## config.mk

```make
export PLATFORM = sky130hd
export DESIGN_NAME = ahb_wrap_fetch_master_flat
export DESIGN_NICKNAME = d
export VERILOG_FILES = /design/src/rtl/interface_pkg.sv /design/src/rtl/ahb_wrap_fetch_master_if.sv /design/src/rtl/ahb_wrap_addr_gen.sv /design/src/rtl/ahb_wrap_fetch_master.sv /design/src/flat_wrapper.sv
export SDC_FILE = /design/constraint.sdc
export NUM_CORES = 1
export LEC_CHECK = 0
export ABC_AREA = 1
export CAP_MARGIN = 30
export CORE_MARGIN = 3
export CORE_UTILIZATION = 51
export CTS_CLUSTER_DIAMETER = 100
export DETAILED_ROUTE_END_ITERATION = 12
export GPL_TIMING_DRIVEN = 0
export HOLD_SLACK_MARGIN = 0.03
export PLACE_DENSITY = 0.86
export SLEW_MARGIN = 10
export SYNTH_ARGS = -nofsm -noshare
export SYNTH_HDL_FRONTEND = slang
export SYNTH_HIERARCHICAL = 1
export SYNTH_SLANG_ARGS = --single-unit
```

## constraint.sdc

```tcl
create_clock -name clk -period 4.3 [get_ports clk]
set_input_delay 0.645 -clock clk [delete_from_list [all_inputs] [get_ports clk]]
set_output_delay 0.645 -clock clk [all_outputs]
set_load 0.02 [all_outputs]
```

## src/rtl/interface_pkg.sv

```systemverilog
// Shared AHB encodings and the line-fill FSM state type used by the fetch master.
package interface_pkg;

  typedef enum logic [2:0] {
    BURST_SINGLE = 3'b000,
    BURST_INCR   = 3'b001,
    BURST_WRAP4  = 3'b010,
    BURST_INCR4  = 3'b011
  } burst_types_e;

  typedef enum logic [1:0] {
    TRANS_IDLE   = 2'b00,
    TRANS_BUSY   = 2'b01,
    TRANS_NONSEQ = 2'b10,
    TRANS_SEQ    = 2'b11
  } trans_types_e;

  // A four-word line occupies one 16-byte aligned block.
  localparam logic [31:0] WRAP4_BOUNDARY_MASK = 32'hFFFF_FFF0;
  localparam logic [2:0]  HSIZE_WORD          = 3'b010;

  typedef enum logic [2:0] {
    IDLE,
    ADDR0,
    BURST,
    DRAIN,
    DONE,
    ERR
  } fetch_state_e;

endpackage

```

## src/rtl/ahb_wrap_fetch_master_if.sv

```systemverilog
// AHB-Lite read-only bus bundle between the fetch master and its slave.
interface ahb_wrap_fetch_master_if #(
  parameter int ADDR_W = 32,
  parameter int DATA_W = 32
);
  logic [ADDR_W-1:0] haddr;
  logic [1:0]        htrans;
  logic [2:0]        hburst;
  logic [2:0]        hsize;
  logic              hwrite;
  logic [DATA_W-1:0] hrdata;
  logic              hready;
  logic              hresp;

  modport master (
    output haddr, htrans, hburst, hsize, hwrite,
    input  hrdata, hready, hresp
  );

  modport slave (
    input  haddr, htrans, hburst, hsize, hwrite,
    output hrdata, hready, hresp
  );
endinterface

```

## src/rtl/ahb_wrap_addr_gen.sv

```systemverilog
// Beat address sequencer: 16-byte base plus a word offset that wraps (critical
// word first, AHB_FETCH_CRITICAL_WORD_FIRST_EN) or counts linearly from the base.
module ahb_wrap_addr_gen
  import interface_pkg::*;
#(
  parameter int ADDR_W = 32
) (
  input  logic              clk,
  input  logic              rst,
  input  logic              load,
  input  logic [ADDR_W-1:0] load_addr,
  input  logic              advance,
  output logic [ADDR_W-1:0] base,
  output logic [1:0]        offset,
  output logic [ADDR_W-1:0] cur_addr
);

  localparam logic [ADDR_W-1:0] BASE_MASK = ~ADDR_W'(~WRAP4_BOUNDARY_MASK);

  logic [ADDR_W-1:0] base_reg;
  logic [1:0]        offset_reg;

  always_ff @(posedge clk) begin
    if (rst) begin
      base_reg   <= '0;
      offset_reg <= '0;
    end else if (load) begin
      base_reg   <= load_addr & BASE_MASK;
`ifdef AHB_FETCH_CRITICAL_WORD_FIRST_EN
      offset_reg <= load_addr[3:2];
`else
      offset_reg <= 2'd0;
`endif
    end else if (advance) begin
`ifndef AHB_FETCH_CRITICAL_WORD_FIRST_EN
      // Linear increment carries out of the block instead of wrapping.
      if (offset_reg == 2'd3) begin
        base_reg <= base_reg + ADDR_W'(16);
      end
`endif
      offset_reg <= offset_reg + 2'd1;
    end
  end

  assign base     = base_reg;
  assign offset   = offset_reg;
  assign cur_addr = base_reg | ADDR_W'({offset_reg, 2'b00});

endmodule

```

## src/rtl/ahb_wrap_fetch_master.sv

```systemverilog
// Four-beat AHB line-fill master; burst type and start word selected by
// AHB_FETCH_CRITICAL_WORD_FIRST_EN (WRAP4 from miss word) or INCR4 from base.
module ahb_wrap_fetch_master
  import interface_pkg::*;
#(
  parameter int ADDR_W = 32,
  parameter int DATA_W = 32
) (
  input  logic                  clk,
  input  logic                  rst,
  input  logic                  req_valid,
  output logic                  req_ready,
  input  logic [ADDR_W-1:0]     req_addr,
  output logic                  line_valid,
  output logic [ADDR_W-1:0]     line_addr,
  output logic [4*DATA_W-1:0]   line_data,
  output logic                  err,
  ahb_wrap_fetch_master_if.master ahb
);

`ifdef AHB_FETCH_CRITICAL_WORD_FIRST_EN
  localparam burst_types_e START_BURST = BURST_WRAP4;
`else
  localparam burst_types_e START_BURST = BURST_INCR4;
`endif

  fetch_state_e      state_reg;
  trans_types_e      htrans_reg;
  burst_types_e      hburst_reg;
  logic              req_ready_reg;
  logic              line_valid_reg;
  logic              err_reg;
  logic [ADDR_W-1:0] line_addr_reg;
  logic [1:0]        addr_cnt_reg;
  logic              dp_valid_reg;
  logic [1:0]        dp_slot_reg;

  logic              ag_load;
  logic              ag_advance;
  logic [ADDR_W-1:0] ag_base;
  logic [1:0]        ag_offset;
  logic [ADDR_W-1:0] ag_cur_addr;
  logic              dp_error;

  assign ag_load    = (state_reg == IDLE) && req_valid;
  assign ag_advance = ahb.hready &&
                      ((state_reg == ADDR0) ||
                       ((state_reg == BURST) && (addr_cnt_reg != 2'd3)));
  // First cycle of the two-cycle ERROR response terminates the burst.
  assign dp_error   = dp_valid_reg && ahb.hresp && !ahb.hready;

  ahb_wrap_addr_gen #(.ADDR_W(ADDR_W)) u_addr_gen (
    .clk       (clk),
    .rst       (rst),
    .load      (ag_load),
    .load_addr (req_addr),
    .advance   (ag_advance),
    .base      (ag_base),
    .offset    (ag_offset),
    .cur_addr  (ag_cur_addr)
  );

  always_ff @(posedge clk) begin
    if (rst) begin
      state_reg      <= IDLE;
      htrans_reg     <= TRANS_IDLE;
      hburst_reg     <= BURST_SINGLE;
      req_ready_reg  <= 1'b1;
      line_valid_reg <= 1'b0;
      err_reg        <= 1'b0;
      line_addr_reg  <= '0;
      addr_cnt_reg   <= 2'd0;
      dp_valid_reg   <= 1'b0;
      dp_slot_reg    <= 2'd0;
    end else begin
      line_valid_reg <= 1'b0;
      err_reg        <= 1'b0;
      case (state_reg)
        IDLE: begin
          if (req_valid) begin
            state_reg     <= ADDR0;
            htrans_reg    <= TRANS_NONSEQ;
            hburst_reg    <= START_BURST;
            req_ready_reg <= 1'b0;
            addr_cnt_reg  <= 2'd0;
          end
        end
        ADDR0: begin
          if (ahb.hready) begin
            state_reg    <= BURST;
            htrans_reg   <= TRANS_SEQ;
            addr_cnt_reg <= 2'd1;
            dp_valid_reg <= 1'b1;
            dp_slot_reg  <= ag_offset;
          end
        end
        BURST: begin
          if (dp_error) begin
            state_reg    <= ERR;
            htrans_reg   <= TRANS_IDLE;
            dp_valid_reg <= 1'b0;
            err_reg      <= 1'b1;
          end else if (ahb.hready) begin
            dp_valid_reg <= 1'b1;
            dp_slot_reg  <= ag_offset;
            if (addr_cnt_reg == 2'd3) begin
              state_reg  <= DRAIN;
              htrans_reg <= TRANS_IDLE;
            end else begin
              addr_cnt_reg <= addr_cnt_reg + 2'd1;
            end
          end
        end
        DRAIN: begin
          if (dp_error) begin
            state_reg    <= ERR;
            dp_valid_reg <= 1'b0;
            err_reg      <= 1'b1;
          end else if (ahb.hready) begin
            state_reg      <= DONE;
            dp_valid_reg   <= 1'b0;
            line_valid_reg <= 1'b1;
            line_addr_reg  <= ag_base;
          end
        end
        DONE, ERR: begin
          state_reg     <= IDLE;
          req_ready_reg <= 1'b1;
        end
        default: begin
          state_reg     <= IDLE;
          htrans_reg    <= TRANS_IDLE;
          req_ready_reg <= 1'b1;
          dp_valid_reg  <= 1'b0;
        end
      endcase
    end
  end

  // Each line slot captures the word whose address phase named that slot.
  for (genvar gi = 0; gi < 4; gi++) begin : g_slot
    logic [DATA_W-1:0] word_reg;
    always_ff @(posedge clk) begin
      if (rst) begin
        word_reg <= '0;
      end else if (dp_valid_reg && ahb.hready && (dp_slot_reg == 2'(gi))) begin
        word_reg <= ahb.hrdata;
      end
    end
    assign line_data[gi*DATA_W +: DATA_W] = word_reg;
  end

  assign req_ready  = req_ready_reg;
  assign line_valid = line_valid_reg;
  assign line_addr  = line_addr_reg;
  assign err        = err_reg;

  assign ahb.haddr  = ag_cur_addr;
  assign ahb.htrans = htrans_reg;
  assign ahb.hburst = hburst_reg;
  assign ahb.hsize  = HSIZE_WORD;
  assign ahb.hwrite = 1'b0;

endmodule
```

## src/flat_wrapper.sv

```systemverilog
// flat-port wrapper written by rule: the top's interface ports become plain ports
module ahb_wrap_fetch_master_flat import interface_pkg::*;
#(
  parameter int ADDR_W = 32,
  parameter int DATA_W = 32
)
  (clk, rst, req_valid, req_ready, req_addr, line_valid, line_addr, line_data, err, ahb_haddr, ahb_htrans, ahb_hburst, ahb_hsize, ahb_hwrite, ahb_hrdata, ahb_hready, ahb_hresp);
  ahb_wrap_fetch_master_if #(.ADDR_W(ADDR_W), .DATA_W(DATA_W)) ahb_i ();
  input  logic clk;
  input  logic rst;
  input  logic req_valid;
  output logic req_ready;
  input  logic [ADDR_W-1:0] req_addr;
  output logic line_valid;
  output logic [ADDR_W-1:0] line_addr;
  output logic [4*DATA_W-1:0] line_data;
  output logic err;
  output wire logic [$bits(ahb_i.haddr)-1:0] ahb_haddr;
  output wire logic [$bits(ahb_i.htrans)-1:0] ahb_htrans;
  output wire logic [$bits(ahb_i.hburst)-1:0] ahb_hburst;
  output wire logic [$bits(ahb_i.hsize)-1:0] ahb_hsize;
  output wire logic [$bits(ahb_i.hwrite)-1:0] ahb_hwrite;
  input wire logic [$bits(ahb_i.hrdata)-1:0] ahb_hrdata;
  input wire logic [$bits(ahb_i.hready)-1:0] ahb_hready;
  input wire logic [$bits(ahb_i.hresp)-1:0] ahb_hresp;
  assign ahb_haddr = ahb_i.haddr;
  assign ahb_htrans = ahb_i.htrans;
  assign ahb_hburst = ahb_i.hburst;
  assign ahb_hsize = ahb_i.hsize;
  assign ahb_hwrite = ahb_i.hwrite;
  assign ahb_i.hrdata = ahb_hrdata;
  assign ahb_i.hready = ahb_hready;
  assign ahb_i.hresp = ahb_hresp;
  ahb_wrap_fetch_master #(.ADDR_W(ADDR_W), .DATA_W(DATA_W)) u_core (.clk(clk), .rst(rst), .req_valid(req_valid), .req_ready(req_ready), .req_addr(req_addr), .line_valid(line_valid), .line_addr(line_addr), .line_data(line_data), .err(err), .ahb(ahb_i));
endmodule
```

==> results.json, run 1 <==
{
  "largest_reg_flops": 128,
  "die-height_um": 137.7,
  "netlist_top_cells_count": "300 x nor2_1, 204 x dfxtp_1, 155 x o21ai_0, 148 x nand2_1, 61 x nand3_1",
  "max_stage_delay_ns": 0.62,
  "arrival_ns": 1.83,
  "hold_viol": 0,
  "placement.io_buffers": 260,
  "wl_per_cell_um": 17.18,
  "drc": 0,
  "p_switching_mw": 1.900,
  "utilization_pct": 74.42,
  "nNetsFinal": 1552,
  "io_pins": 273,
  "die_x_um": 137.7,
  "gp_congestion": 0.9510,
  "setup_viol": 0,
  "path_delay_family": "buffers and inverters",
  "n_antenna_cell": 0,
  "period_needed_ns": 2.473,
  "synthTopCellsByArea": "dfxtp_1 46%, nor2_1 13%, o21ai_0 8.8%",
  "rsz0062_at_grt": "no",
  "drv_slew": 0,
  "htree_num_levels": 1,
  "yosysUniqueCellTypes": 40,
  "cts_hold_buf": 0,
  "yosysWarnings": 6,
  "num_rows": 47,
  "antenna_found_initial": 0,
  "fillerInstances": 1334,
  "ir_worst_vdd_v": 0.0003909,
  "wl_met1_um": 11440,
  "required_ns": 3.65,
  "timing.fmax_ghz": 0.4043,
  "postCtsSetupBuffers": 0,
  "cp_slowest_cell": "clkdlybuf4s50_1",
  "cts_resized": 0,
  "synth_area_um2": 8852,
  "numCtsBuffers": 22,
  "p_sw_share_pct": 33.13,
  "min_path_type": "flip-flop to flip-flop",
  "maxUsedRoutingLayer": "met4",
  "finalPower_mw": 5.735,
  "cts_tree": "done",
  "clk_pin_slew_worst_paths_ns": 0.06,
  "power.density_nw_per_um2": 459.8,
  "grt_pass1_vias": 8647,
  "drt_iter0_drc": 725,
  "maxCapViolCount": 0,
  "status": "finished clean",
  "max_slew.worst_pin.slew_ns": 0.6236,
  "drive_gt1_share_pct": 10.70,
  "totalWireLength_um": 29470,
  "synth_area_leader_cell": "dfxtp_1",
  "netlist_instances": 1188,
  "p_comb_share_pct": 28.5,
  "cp_max_fo": 8,
  "synth-seq-area-share_pct": 46.13,
  "grt_max_degree": 15,
  "slew-limit-headroom_pct": 58.42,
  "gr-usage-all-layers_pct": 29.58,
  "wl_met2_um": 13800,
  "core_um2": 16760,
  "synth_edf_count": 0,
  "cts_root_buf": "clkbuf_16",
  "startpoint_type": "flip-flop",
  "endpoint_kind": "output pin",
  "vias_per_cell": 5.331,
  "yosysMostFrequentCell": "nor2_1",
  "syn_to_final_growth_pct": 40.89,
  "ys_ff_latch": 204,
  "hold_slack_ns": 0.4595,
  "ys.flop_type": "dfxtp_1",
  "yosys.area.top_type_share_pct": 46.13,
  "routed-wl-met3_um": 2986,
  "grt_pass1_wl_um": 44780,
  "crit_type": "flip-flop to output pin",
  "setup_tns_ns": 0,
  "fin_skew_ns": 0.006913,
  "clk_latency_ns": 0.49,
  "detailed_place_hpwl_um": 22010,
  "drtPass1Iterations": 7,
  "die-area_um2": 18970,
  "via_count": 9143,
  "ys_async_sr_fraction_pct": 0,
  "p_clk_share_pct": 31.8,
  "cp.buffers_inverters": 2,
  "clock_path_buffers": 3,
  "start_util_pct": 52.82,
  "cts_sinks": 204,
  "avgSynthCellArea_um2": 7.451,
  "leakagePower_nw": 4.694,
  "postRouteAntennaNets": 0,
  "period_share_pct": 57.52,
  "power.internal_mw": 3.835,
  "seqPwrFrac_pct": 39.7,
  "worstPathCellList": "buf_4 > clkdlybuf4s50_1",
  "gr-total-overflow": 0
}
per-stage QoR:
step | std cells | setup slack, ns | instance area, um2
floorplan | 1196 | 2.254 | 8882
global placement | 1676 | 1.421 | 11760
detailed placement | 1676 | 1.430 | 11760
CTS | 1715 | 1.817 | 12470
global route | 1715 | 1.691 | 12470
finish | 1715 | 1.827 | 12470
cell families (layout without fill, tap and decap cells):
kind of cell             Yosys count  count (layout)  share of synthesized area, %
AO/OA/AOI/OAI                    231             231                         13.53
XOR/XNOR                           4               4                        0.3958
buffers and inverters            174             473                         11.25
flip-flops                       204             204                         46.13
multiplexers                       1               1                        0.1131
AND/OR/NAND/NOR                  568             568                         28.03
adder cells (fa/ha/maj)            3               3                        0.4241
other                              3              11                        0.1272
tightest hold or removal path, cell delays in order, from the launching register on:
cell and delay [ns]:
dfxtp_1 0.31, nand2_1 0.06, a21oi_1 0.05
path summary, 6_finish.rpt:
path | cells past startpoint | startpoint | to | slack, ns
worst max register to register | 9 | u_core/addr_cnt_reg[0] | u_core/u_addr_gen/base[27] | 1.87
worst max-delay path | 2 | u_core/u_addr_gen/base[7] | ahb_haddr[7] | 1.83
worst min-delay path | 2 | u_core/line_addr[6] | u_core/line_addr[6] | 0.46
worst min register to register | 2 | u_core/line_addr[6] | u_core/line_addr[6] | 0.46
cell type report:
cell class | instances | area, um2 | share of cell area [%]
clock buffer | 30 | 651.9 | 5.227
clock inverter | 9 | 60.06 | 0.4815
multi-input combinational | 818 | 3802 | 30.49
timing repair buffer | 260 | 2603 | 20.87
sequential | 204 | 4084 | 32.74
buffer | 105 | 734.5 | 5.889
inverter | 69 | 261.5 | 2.097
tap | 220 | 275.3 | 2.207
cell usage in the layout, fill, tap and decap left out, drive strengths merged, types with 2 or more instances in the layout:
master,n
a21oi,57
a22o,2
a31oi,11
buf,73
clkbuf,62
clkdlybuf4s50,260
clkinv,5
clkinvlp,3
conb,11
dfxtp,204
ha,3
inv,70
nand2,158
nand3,75
nand3b,3
nand4,6
nor2,315
nor3,7
nor3b,2
o211ai,3
o21ai,156
xnor2,2
xor2,2
power groups by stage:
| stage | Clock, mW | Combinational [mW] | Sequential (mW) |
|---|---|---|---|
| global placement | 0 | 1.58 | 2.31 |
| floorplan | 0 | 0.895 | 2.38 |
| global route | 1.91 | 1.78 | 2.30 |
| finish | 1.82 | 1.63 | 2.28 |
| CTS | 1.85 | 1.62 | 2.27 |
| detailed placement | 0 | 1.61 | 2.31 |
per-layer routing:
layer,GRT usage (%),vias up
met5,0,-
met4,12.62,0
met3,5.588,77
met2,50.54,506
met1,36.42,4190
li1,-,4370
Note: power is estimated with default switching activity, not from simulation.
==> run 2, diff against run 1 <==
CORE_UTILIZATION = 47   (was 51)
PLACE_DENSITY = 0.8   (was 0.86)
clock period = 2.56 ns   (was 4.3 ns; I/O delays follow)
==> results.json, run 2 (synthesis results as in run 1) <==
{
  "drv_slew": 0,
  "whs_path_depth": 3,
  "utilization_pct": 68.53,
  "gr-total-overflow": 0,
  "syn_to_final_growth_pct": 40.96,
  "clk_pin_slew_worst_paths_ns": 0.06,
  "cts_tree": "done",
  "max_slew.worst_pin.slew_ns": 0.6237,
  "numCtsBuffers": 22,
  "placement.io_buffers": 260,
  "hold_viol": 0,
  "drive_gt1_share_pct": 10.58,
  "largest_reg_flops": 128,
  "layout_common_cells": "300 x nor2_1, 260 x clkdlybuf4s50_1, 204 x dfxtp_1",
  "cp_common_cell": "inv_1",
  "fin_skew_ns": 0.007739,
  "clock_path_buffers": 3,
  "ir_worst_vdd_v": 0.0005244,
  "start_util_pct": 48.62,
  "setup_tns_ns": 0,
  "via_count": 8975,
  "clk_latency_ns": 0.51,
  "crit_type": "flip-flop to flip-flop",
  "cp_max_fo": 10,
  "cts_hold_buf": 0,
  "timing.fmax_ghz": 0.4367,
  "max_stage_delay_ns": 0.33,
  "gr-usage-all-layers_pct": 27.05,
  "cts_root_buf": "clkbuf_16",
  "grt_pass1_vias": 8381,
  "final_common_cell": "nor2_1",
  "period_needed_ns": 2.290,
  "die-height_um": 143.2,
  "grt_max_degree": 15,
  "setup_viol": 0,
  "seqPwrFrac_pct": 39.6,
  "p_clk_share_pct": 32.0,
  "leakagePower_nw": 4.693,
  "vias_per_cell": 5.212,
  "regToRegSetupSlack_ns": 0.27,
  "die-area_um2": 20520,
  "p_switching_mw": 3.181,
  "totalWireLength_um": 29130,
  "slew-limit-headroom_pct": 58.42,
  "path_delay_family": "buffers and inverters",
  "drc": 0,
  "grt_pass1_wl_um": 44380,
  "maxCapViolCount": 0,
  "htree_num_levels": 1,
  "n_antenna_cell": 0,
  "postRouteAntennaNets": 0,
  "cts_sinks": 204,
  "startpoint_type": "flip-flop",
  "endpoint_kind": "flip-flop",
  "wl_per_cell_um": 16.92,
  "core_um2": 18210,
  "multi_input_area_um2": 3806,
  "dp_cells": 1685,
  "cp.buffers_inverters": 5,
  "worstPathCellList": "ha_1 > inv_1 > nand4_1 > a21oi_2 > nand2_4 > inv_1 > nor2_4 > inv_1 > buf_4 > o21ai_0 > inv_1 > nand2_1 > a21oi_2",
  "p_sw_share_pct": 33.00,
  "arrival_ns": 2.72,
  "regArea_um2": 4084,
  "drt_iter0_drc": 655,
  "post-route-worst-setup-slack_ns": 0.2703,
  "ff2ff_path_depth": 13,
  "cp.depth": 13,
  "num_rows": 49,
  "status": "finished clean",
  "cp_slowest_cell": "dfxtp_1",
  "antenna_found_initial": 1,
  "drtPass1Iterations": 5,
  "detailed_place_hpwl_um": 21650,
  "die_x_um": 143.2,
  "nNetsFinal": 1552,
  "rsz0062_at_grt": "no",
  "power.density_nw_per_um2": 772.5,
  "power.internal_mw": 6.459,
  "post-place-ws_ns": -0.1138,
  "min_path_type": "primary input to flip-flop",
  "p_comb_share_pct": 28.4,
  "io_pins": 273,
  "required_ns": 2.99,
  "gp_congestion": 0.9894,
  "instances_no_fill": 1722,
  "fillerInstances": 1569,
  "period_share_pct": 89.44
}
==> run 2: power groups by stage <==
| stage | combinational, mW | clock (mW) | sequential, mW |
|---|---|---|---|
| after global placement | 2.66 | 0 | 3.87 |
| after floorplan | 1.50 | 0 | 4.00 |
| final | 2.74 | 3.09 | 3.81 |
| after CTS | 2.72 | 3.13 | 3.81 |
| after detailed placement | 2.70 | 0 | 3.88 |
| after global routing | 2.99 | 3.29 | 3.86 |
==> run 2: layout make-up <==
cell class	count	area share (%)
Timing Repair Buffer	260	20.86
Buffer	105	5.896
Clock inverter	7	0.6518
Clock buffer	30	4.973
Inverter	69	2.096
Multi-Input combinational cell	818	30.50
Sequential cell	204	32.73
Tap cell	229	2.296
==> run 2: metrics by stage <==
stage	hold slack, ns	power (mW)	area (um2)
after global routing	0.2038	10.13	12480
after floorplan	0.4584	5.499	8882
after global placement	0.4471	6.529	11770
after detailed placement	0.4528	6.581	11770
after CTS	0.1879	9.665	12470
final	0.2008	9.640	12480
==> run 2: repair_timing <==
action / in CTS / in global routing
endpoints found under the setup margin: 0 / 6
gates resized for setup: 0 / 3
setup buffers: 0 / 0
==> run 2: layer usage <==
layer	track usage, %	vias up	wire length, um
li1	-	4366	-
met1	34.28	4120	11990
met2	45.20	404	13530
met3	5.157	83	2417
met4	11.50	2	1179
met5	0	-	15
==> run 2: path summary, 6_finish.rpt <==
kind,startpoint,to
setup / recovery,u_core/addr_cnt_reg[0],u_core/u_addr_gen/base[28]
hold / removal,ahb_hready,u_core/line_addr[23]
setup reg to reg,u_core/addr_cnt_reg[0],u_core/u_addr_gen/base[28]
hold reg to reg,u_core/line_addr[16],u_core/line_addr[16]
==> run 2: worst min-delay path: cells and delay by family <==
family | cells | cell delay [ns]
buffers and inverters | 1 | 0.13
and+or+nand+nor | 1 | 0.08
AOI/OAI and AO/OA | 1 | 0.06
